<file path="config.mk">
export PLATFORM = sky130hd
export DESIGN_NAME = mod4051_seq_reducer
export DESIGN_NICKNAME = d
export VERILOG_FILES = /design/src/rtl/mod4051_pkg.sv /design/src/rtl/mod4051_addsub.sv /design/src/rtl/mod4051_seq_reducer.sv
export SDC_FILE = /design/constraint.sdc
export NUM_CORES = 1
export LEC_CHECK = 0
export ABC_AREA = 1
export BUFFER_PORTS_ARGS = -buffer_cell sky130_fd_sc_hd__buf_2
export CORE_MARGIN = 1
export CORE_UTILIZATION = 54
export DETAILED_ROUTE_END_ITERATION = 8
export GPL_TIMING_DRIVEN = 0
export PLACE_DENSITY = 0.74
export SYNTH_ARGS = -nofsm -noshare
export SYNTH_HDL_FRONTEND = slang
export SYNTH_SLANG_ARGS = --single-unit
</file>
<file path="constraint.sdc">
create_clock -name clk -period 4.4 [get_ports clk]
set_input_delay 0.44 -clock clk [delete_from_list [all_inputs] [get_ports clk]]
set_output_delay 0.44 -clock clk [all_outputs]
set_load 0.02 [all_outputs]
</file>
<file path="src/rtl/mod4051_pkg.sv">
// Shared constants and FSM state type for the mod-4051 sequential reducer.
package mod4051_pkg;

  localparam int P          = 4051;
  localparam int CHUNK_W    = 6;
  localparam int RES_W      = 12;
  localparam int MAX_CHUNKS = 84;

  typedef enum logic [2:0] {
    IDLE,
    WAIT,
    DBL,
    ADD,
    DONE
  } state_e;

endpackage

</file>
<file path="src/rtl/mod4051_addsub.sv">
// Combinational modular adder: sum = (a + b) mod P, valid when a, b < P.
module mod4051_addsub #(
  parameter int P     = mod4051_pkg::P,
  parameter int RES_W = mod4051_pkg::RES_W
) (
  input  logic [RES_W-1:0] a,
  input  logic [RES_W-1:0] b,
  output logic [RES_W-1:0] sum
);

  logic [RES_W:0] raw;

  always_comb begin
    raw = {1'b0, a} + {1'b0, b};
    if (raw >= (RES_W+1)'(P)) begin
      sum = RES_W'(raw - (RES_W+1)'(P));
    end else begin
      sum = RES_W'(raw);
    end
  end

endmodule

</file>
<file path="src/rtl/mod4051_seq_reducer.sv">
// Streams an operand MSB-chunk-first and reduces it mod P by Horner steps
// (6 modular doublings then one modular add per chunk). Optional MOD4051_ABORT_EN adds an abort input.
module mod4051_seq_reducer #(
  parameter int P          = mod4051_pkg::P,
  parameter int CHUNK_W    = mod4051_pkg::CHUNK_W,
  parameter int RES_W      = mod4051_pkg::RES_W,
  parameter int MAX_CHUNKS = mod4051_pkg::MAX_CHUNKS
) (
  input  logic               clk,
  input  logic               rst_n,
`ifdef MOD4051_ABORT_EN
  input  logic               abort,
`endif
  input  logic               start,
  input  logic [6:0]         num_chunks,
  input  logic               in_valid,
  input  logic [CHUNK_W-1:0] in_chunk,
  output logic               in_ready,
  output logic               out_valid,
  output logic [RES_W-1:0]   out_res,
  input  logic               out_ready,
  output logic               busy
);

  import mod4051_pkg::*;

  localparam int DBL_W = $clog2(CHUNK_W) + 1;

  state_e             state, state_n;
  logic [RES_W-1:0]   acc;
  logic [RES_W-1:0]   addsub_b;
  logic [RES_W-1:0]   addsub_sum;
  logic [CHUNK_W-1:0] chunk_q;
  logic [6:0]         count;
  logic [6:0]         cnt_init;
  logic [DBL_W-1:0]   dbl_cnt;
  logic               abort_req;
  logic               in_ready_d;
  logic               out_valid_d;
  logic               busy_d;

`ifdef MOD4051_ABORT_EN
  assign abort_req = abort && (state != IDLE);
`else
  assign abort_req = 1'b0;
`endif

  assign cnt_init = (num_chunks > 7'(MAX_CHUNKS)) ? 7'(MAX_CHUNKS) : num_chunks;

  // One adder serves both steps: DBL adds acc to itself, ADD adds the chunk.
  assign addsub_b = (state == ADD) ? {{(RES_W-CHUNK_W){1'b0}}, chunk_q} : acc;

  mod4051_addsub #(
    .P     (P),
    .RES_W (RES_W)
  ) u_addsub (
    .a   (acc),
    .b   (addsub_b),
    .sum (addsub_sum)
  );

  always_ff @(posedge clk or negedge rst_n) begin
    if (!rst_n) begin
      state <= IDLE;
    end else begin
      state <= state_n;
    end
  end

  always_comb begin
    state_n = state;
    unique case (state)
      IDLE:    if (start) state_n = (cnt_init == '0) ? DONE : WAIT;
      WAIT:    if (in_valid) state_n = DBL;
      DBL:     if (dbl_cnt == DBL_W'(CHUNK_W - 1)) state_n = ADD;
      ADD:     state_n = (count == 7'd1) ? DONE : WAIT;
      DONE:    if (out_ready) state_n = IDLE;
      default: state_n = IDLE;
    endcase
    if (abort_req) state_n = IDLE;
  end

  // Outputs are decoded from the next state and registered, so they align with state.
  always_comb begin
    in_ready_d  = (state_n == WAIT);
    out_valid_d = (state_n == DONE);
    busy_d      = (state_n != IDLE);
  end

  always_ff @(posedge clk or negedge rst_n) begin
    if (!rst_n) begin
      in_ready  <= 1'b0;
      out_valid <= 1'b0;
      busy      <= 1'b0;
    end else begin
      in_ready  <= in_ready_d;
      out_valid <= out_valid_d;
      busy      <= busy_d;
    end
  end

  always_ff @(posedge clk or negedge rst_n) begin
    if (!rst_n) begin
      acc     <= '0;
      count   <= '0;
      chunk_q <= '0;
      dbl_cnt <= '0;
    end else if (abort_req) begin
      acc   <= '0;
      count <= '0;
    end else begin
      unique case (state)
        IDLE: begin
          if (start) begin
            acc   <= '0;
            count <= cnt_init;
          end
        end
        WAIT: begin
          if (in_valid) begin
            chunk_q <= in_chunk;
            dbl_cnt <= '0;
          end
        end
        DBL: begin
          acc     <= addsub_sum;
          dbl_cnt <= dbl_cnt + DBL_W'(1);
        end
        ADD: begin
          acc   <= addsub_sum;
          count <= count - 7'd1;
        end
        default: ;
      endcase
    end
  end

  assign out_res = acc;

endmodule
</file>
* After elaboration in Yosys (flattened, before gate mapping)
Index checks and enable logic that the tools add are counted.
Cells by class: reductions and logical operators 11, order comparisons 2, mux-type cells 16, equal/unequal tests 10, $add $sub $neg 4
Operator list (number):
- 2-to-1 mux 12 bit | 3
- case mux 12 bit (2 select lines) | 1
- 2-to-1 mux 3 bit | 6
- case mux 3 bit (5 select lines) | 1
- 2-to-1 mux 7 bit | 2
- case mux 7 bit (2 select lines) | 1
- adder 12 x 12 -> 13 bit | 1
- greater-or-equal comparator 13 x 12 -> 1 bit (second input constant) | 1
- subtractor 12 bit (second input constant) | 1
- case mux 4 bit (2 select lines) | 1
- AND reduction 2 bit | 4
- equality test 7 x 1 -> 1 bit (second input constant) | 1
- > comparator 7 bit (second input constant) | 1
- zero test 7 bit | 1
- subtractor 7 x 1 -> 7 bit (second input constant) | 1
- equality test 3 x 1 -> 1 bit (second input constant) | 2
- equality test 3 x 2 -> 1 bit (second input constant) | 2
- equality test 3 bit (second input constant) | 2
- nonzero test 2 bit | 3
- adder 4 x 1 -> 4 bit (second input constant) | 1
- equality test 4 x 3 -> 1 bit (second input constant) | 1
- 2-to-1 mux 4 bit | 1
- != test 2 bit (second input constant) | 2
- zero test 3 bit | 1
- 2 further kinds | 2
Storage, ports and cells: output and inout port bits 15, bits of input ports 18, register bits 35, word-level logic and storage cells 51

* Depth between registers and ports, before layout
depth after elaboration 7, depth in mapped cells 26, gate-level depth less buffers 24

* By module
From an unflattened synthesis, not the netlist that was laid out.
Unflattened totals: cells, all modules 465, area, all modules 3057.9 sq um
Modules (own cells, without submodules):
- mod4051_seq_reducer | times used 1, area each 1781.7 sq um, sequential area each 875.8 sq um, cells an instance 208
- mod4051_addsub | times used 1, area each 1276.2 sq um, sequential area each 0.0 sq um, cells an instance 257

* Least setup slack after synthesis
Ideal clock, no wire load.
kind register to register, start register state[0], end register acc[1] (netlist: out_res[1]), clock period less this slack 3.151 ns, cell stages (with the launch flop) 23, required time 4.274 ns, path slack 1.249 ns, buffers on the path 3, arrival 3.024 ns, library setup time 0.126 ns, cells stage by stage dfrtp_1 nand2_2 nor2_4 buf_4 clkbuf_1 nand2_1 o21ai_0 ha_1 inv_1 fa_1 nand2_1 nand2_1 a21oi_1 nand3_1 nand2_1 nand3_1 nand2_1 nor2_1 nand2_1 nand2_2 buf_4 o21ai_0 o22ai_1
Between the ends: longest elaborated chain between the ends 6, elaborated cells on any way between the ends 13, classes of those cells add/sub: 2; order compare: 1; eq/ne: 3; mux: 3; reduce/logical: 4
Ends and longest elaborated chain:
- from (decl) | RTL line mod4051_seq_reducer.sv:29 | state_e state, state_n;
- from (signal assigned) | RTL line mod4051_seq_reducer.sv:66 | state <= state_n;
- equality test 3 x 2 -> 1 bit | RTL line mod4051_seq_reducer.sv:51, mod4051_seq_reducer.sv:112
- 2-to-1 mux 12 bit | RTL line mod4051_seq_reducer.sv:51 | assign addsub_b = (state == ADD) ? {{(RES_W-CHUNK_W){1'b0}}, chunk_q} : acc;
- adder 12 x 12 -> 13 bit | RTL line mod4051_addsub.sv:14 | raw = {1'b0, a} + {1'b0, b};
- subtractor 12 bit or greater-or-equal comparator 13 x 12 -> 1 bit (tied branches) | RTL line mod4051_addsub.sv:16, mod4051_addsub.sv:15
- 2-to-1 mux 12 bit | RTL line mod4051_addsub.sv:15 | if (raw >= (RES_W+1)'(P)) begin
- case mux 12 bit (2 select lines) | RTL line mod4051_seq_reducer.sv:112 | unique case (state)
- to (signal assigned) | RTL line mod4051_seq_reducer.sv:126 | acc <= addsub_sum;
- to (signal assigned) | RTL line mod4051_seq_reducer.sv:130 | acc <= addsub_sum;
- to (decl) | RTL line mod4051_seq_reducer.sv:30 | logic [RES_W-1:0] acc;
Parallel ways exist; a longest one is shown, timed or not. A chain may end at the register's enable or synchronous reset.

* Final worst setup path
start register state[0], end register acc[3] (netlist: out_res[3])
Same word-level chain as after synthesis.

==> flow_summary.json <==
{
  "start_util_pct": 56.48,
  "leakage_uw": 0.001671,
  "grt_pass1_wl_mm": 10.40,
  "post_drt_wl_per_cell_microns": 11.90,
  "grt_start_max_net_pins": 36,
  "tritoncts": "built",
  "clock-sinks": 35,
  "outcome": "completed",
  "grt_overflow": 0,
  "drc_errors": 0,
  "final_cell_mix": "125 x nand2_1, 67 x inv_1, 35 x nand3_1, 35 x nor2_1, 35 x dfrtp_1",
  "yosys.cell_types.count": 31,
  "cp_cell_sequence": "nand2_2 -> nor2_4 -> buf_4 -> clkbuf_1 -> nand2_1 -> o21ai_0 -> ha_1 -> inv_1 -> fa_1 -> nand2_1 -> nand2_1 -> a21oi_1 -> nand3_1 -> nand2_1 -> nand3_1 -> nand2_1 -> nor2_1 -> nand2_1 -> nand2_2 -> buf_4 -> o211ai_1 -> nand2_1",
  "fill_cells": 450,
  "period_share_pct": 85.71,
  "grtUsageTotal_pct": 25.36,
  "vias": 2559,
  "row_count": 25,
  "grt_pass1_vias": 2413,
  "clk_path_buf_depth": 2,
  "dr.first_iter.drc_count": 128,
  "crit_arrival_ns": 3.94,
  "via_per_inst": 5.008,
  "nets": 474,
  "syn-num-nets": 435,
  "ys_ff_latch": 35,
  "syn_area_sq_um": 2668,
  "clk_latency_ns": 0.30,
  "p_per_area_nw_per_um2": 738.9,
  "crit_required_ns": 4.57,
  "syn-instance-count": 404,
  "clkTransAtPathRegs_ns": 0.09,
  "synthToLayoutAreaGrowth_pct": 13.51,
  "fmax_ghz": 0.2652,
  "worst-slew-pin-transition_ns": 0.7791,
  "finClkSkew_ns": 0.01543,
  "diodes": 0,
  "regArea_sq_um": 875.8,
  "post-route-min-period_ns": 3.771,
  "syn_area_per_cell_sq_um": 6.603,
  "cts-resized-gates": 0,
  "post_cts_buffers": 0,
  "critical_path_class": "reg2reg",
  "path_max_fanout": 10,
  "finalMaxSlewViolations": 0,
  "layout_setup_ws_ns": 0.6285,
  "final_common_cell": "nand2_1",
  "first_pass_iters": 4,
  "setup_viol": 0,
  "fp.dieW_microns": 72.29,
  "final_hold_viol_count": 0,
  "critPathSlowestCell": "dfrtp_1",
  "die_y_microns": 72.29,
  "core_sq_um": 4723,
  "synth_top_cells_by_area": "dfrtp_1 33%, nand2_1 18%, inv_1 9.4%, nand3_1 6.6%, ha_1 5.6%",
  "hold-worst-slack_ns": 0.2122,
  "synth.top_cell.area_share_pct": 32.83,
  "wirelength_mm": 6.079,
  "reg2regPathDepth": 22,
  "vdd_ir_drop_max_v": 0.0004147,
  "crit_top_cell": "nand2_1",
  "ys_warn_count": 0,
  "placed_area_sq_um": 2912,
  "end_kind": "flip-flop",
  "yosys.area.top_type": "dfrtp_1",
  "slowest_delay_ns": 0.42,
  "pre_cts_ws_ns": 0.6549,
  "drtAntennaViolNets": 0,
  "io_buffer_count": 32,
  "hpwl_mm": 4.708,
  "maxCapViolCount": 0,
  "gp_congestion": 0.9072,
  "antenna_found_initial": 0,
  "dieArea_sq_um": 5225,
  "utilization_pct": 64.11,
  "seq_area_frac_synth_pct": 32.83,
  "max_slew_margin_pct": 48.06,
  "ctsHtreeMaxLevel": 2,
  "numCtsBuffers": 5,
  "cts-root-buf": "clkbuf_8",
  "holdBufCountCts": 0,
  "drive_above_1_share_pct": 13.29,
  "setup.worst_path.start_class": "flip-flop",
  "final_area_sq_um": 3028,
  "hold_class": "in2async",
  "setup-tns-final_ns": 0,
  "io_pins": 33,
  "rsz0062_at_grt": "false",
  "multi_input_area_sq_um": 1493
}
metrics by stage:
| step | instances | power (uW) |
|---|---|---|
| finish | 511 | 2237 |
| global route | 511 | 2466 |
| CTS | 511 | 2242 |
| detailed placement | 503 | 1927 |
| global placement | 503 | 1891 |
| floorplan | 404 | 1603 |
registers in the layout, indices dropped and copies added, names as in the netlist:
signal	cells
in_ready	1
busy	1
state	3
out_res	12
dbl_cnt	4
chunk_q	6
count	7
out_valid	1
layout make-up:
cell class                      instances  area share, %
Clock inverter                          3          1.570
Timing Repair Buffer                   32          5.289
Clock buffer                            5          2.273
Inverter                               69          8.554
Tap cell                               67          2.769
Buffer                                  7          1.322
Multi-Input combinational cell        293          49.30
Sequential cell                        35          28.93
worst max-delay path: cells and delay by family (launching register included):
family          cells  cell delay (ns)
buf+inv             4             0.82
fa+ha+maj           2             0.60
compound gates      3             0.52
flops               1             0.42
simple gates       13             1.26
power breakdown:
| part | total, uW | internal (uW) | switching, uW |
|---|---|---|---|
| combinational | 1350 | 462 | 891 |
| clock | 303 | 172 | 132 |
| sequential | 580 | 461 | 119 |
Yosys cell counts:
cell / count
a21oi_1: 13
a31oi_1: 1
buf_2: 2
buf_4: 3
clkbuf_1: 2
dfrtp_1: 35
fa_1: 1
ha_1: 12
inv_1: 67
inv_2: 2
mux2_2: 5
nand2_1: 125
nand2_2: 3
nand3_1: 35
nand3_2: 1
nand3b_1: 2
nand4_1: 5
nor2_1: 35
nor2_2: 2
nor2_4: 1
nor3_1: 6
o211ai_1: 1
o21ai_0: 19
o21ai_1: 6
o21bai_1: 1
o221ai_1: 1
o22ai_1: 6
o31ai_1: 1
o32ai_1: 1
xnor2_1: 3
xor2_1: 7
path summary, 6_finish.rpt:
| kind | from | endpoint | slack [ns] |
|---|---|---|---|
| worst max-delay path | state[0] | out_res[3] | 0.63 |
| worst min-delay path | rst_n | count[5] | 0.21 |
| worst max register to register | state[0] | out_res[3] | 0.63 |
| worst min register to register | chunk_q[2] | chunk_q[2] | 0.51 |
| max in group asynchronous | rst_n | chunk_q[4] | 3.68 |
| min in group clk | in_chunk[2] | chunk_q[2] | 0.38 |
cell families (layout without fill, tap and decap cells):
| logic type | count (synthesis) | after routing | share of synthesized area [%] |
|---|---|---|---|
| XOR/XNOR | 10 | 10 | 3.284 |
| flip-flops | 35 | 35 | 32.83 |
| AND/OR/NAND/NOR | 215 | 215 | 33.91 |
| buffers and inverters | 76 | 116 | 11.21 |
| adder cells (fa/ha/maj) | 13 | 13 | 6.379 |
| AO/OA/AOI/OAI | 50 | 50 | 10.27 |
| multiplexers | 5 | 5 | 2.111 |
metal layers:
layer,global-route usage (%),vias to the layer above,part of all wire [%]
li1,-,1352,-
met3,4.167,9,3.6
met4,6.100,0,1.4
met1,33.21,1150,48
met5,0,-,0
met2,43.82,48,46
Power figures use the tool's default switching activity.
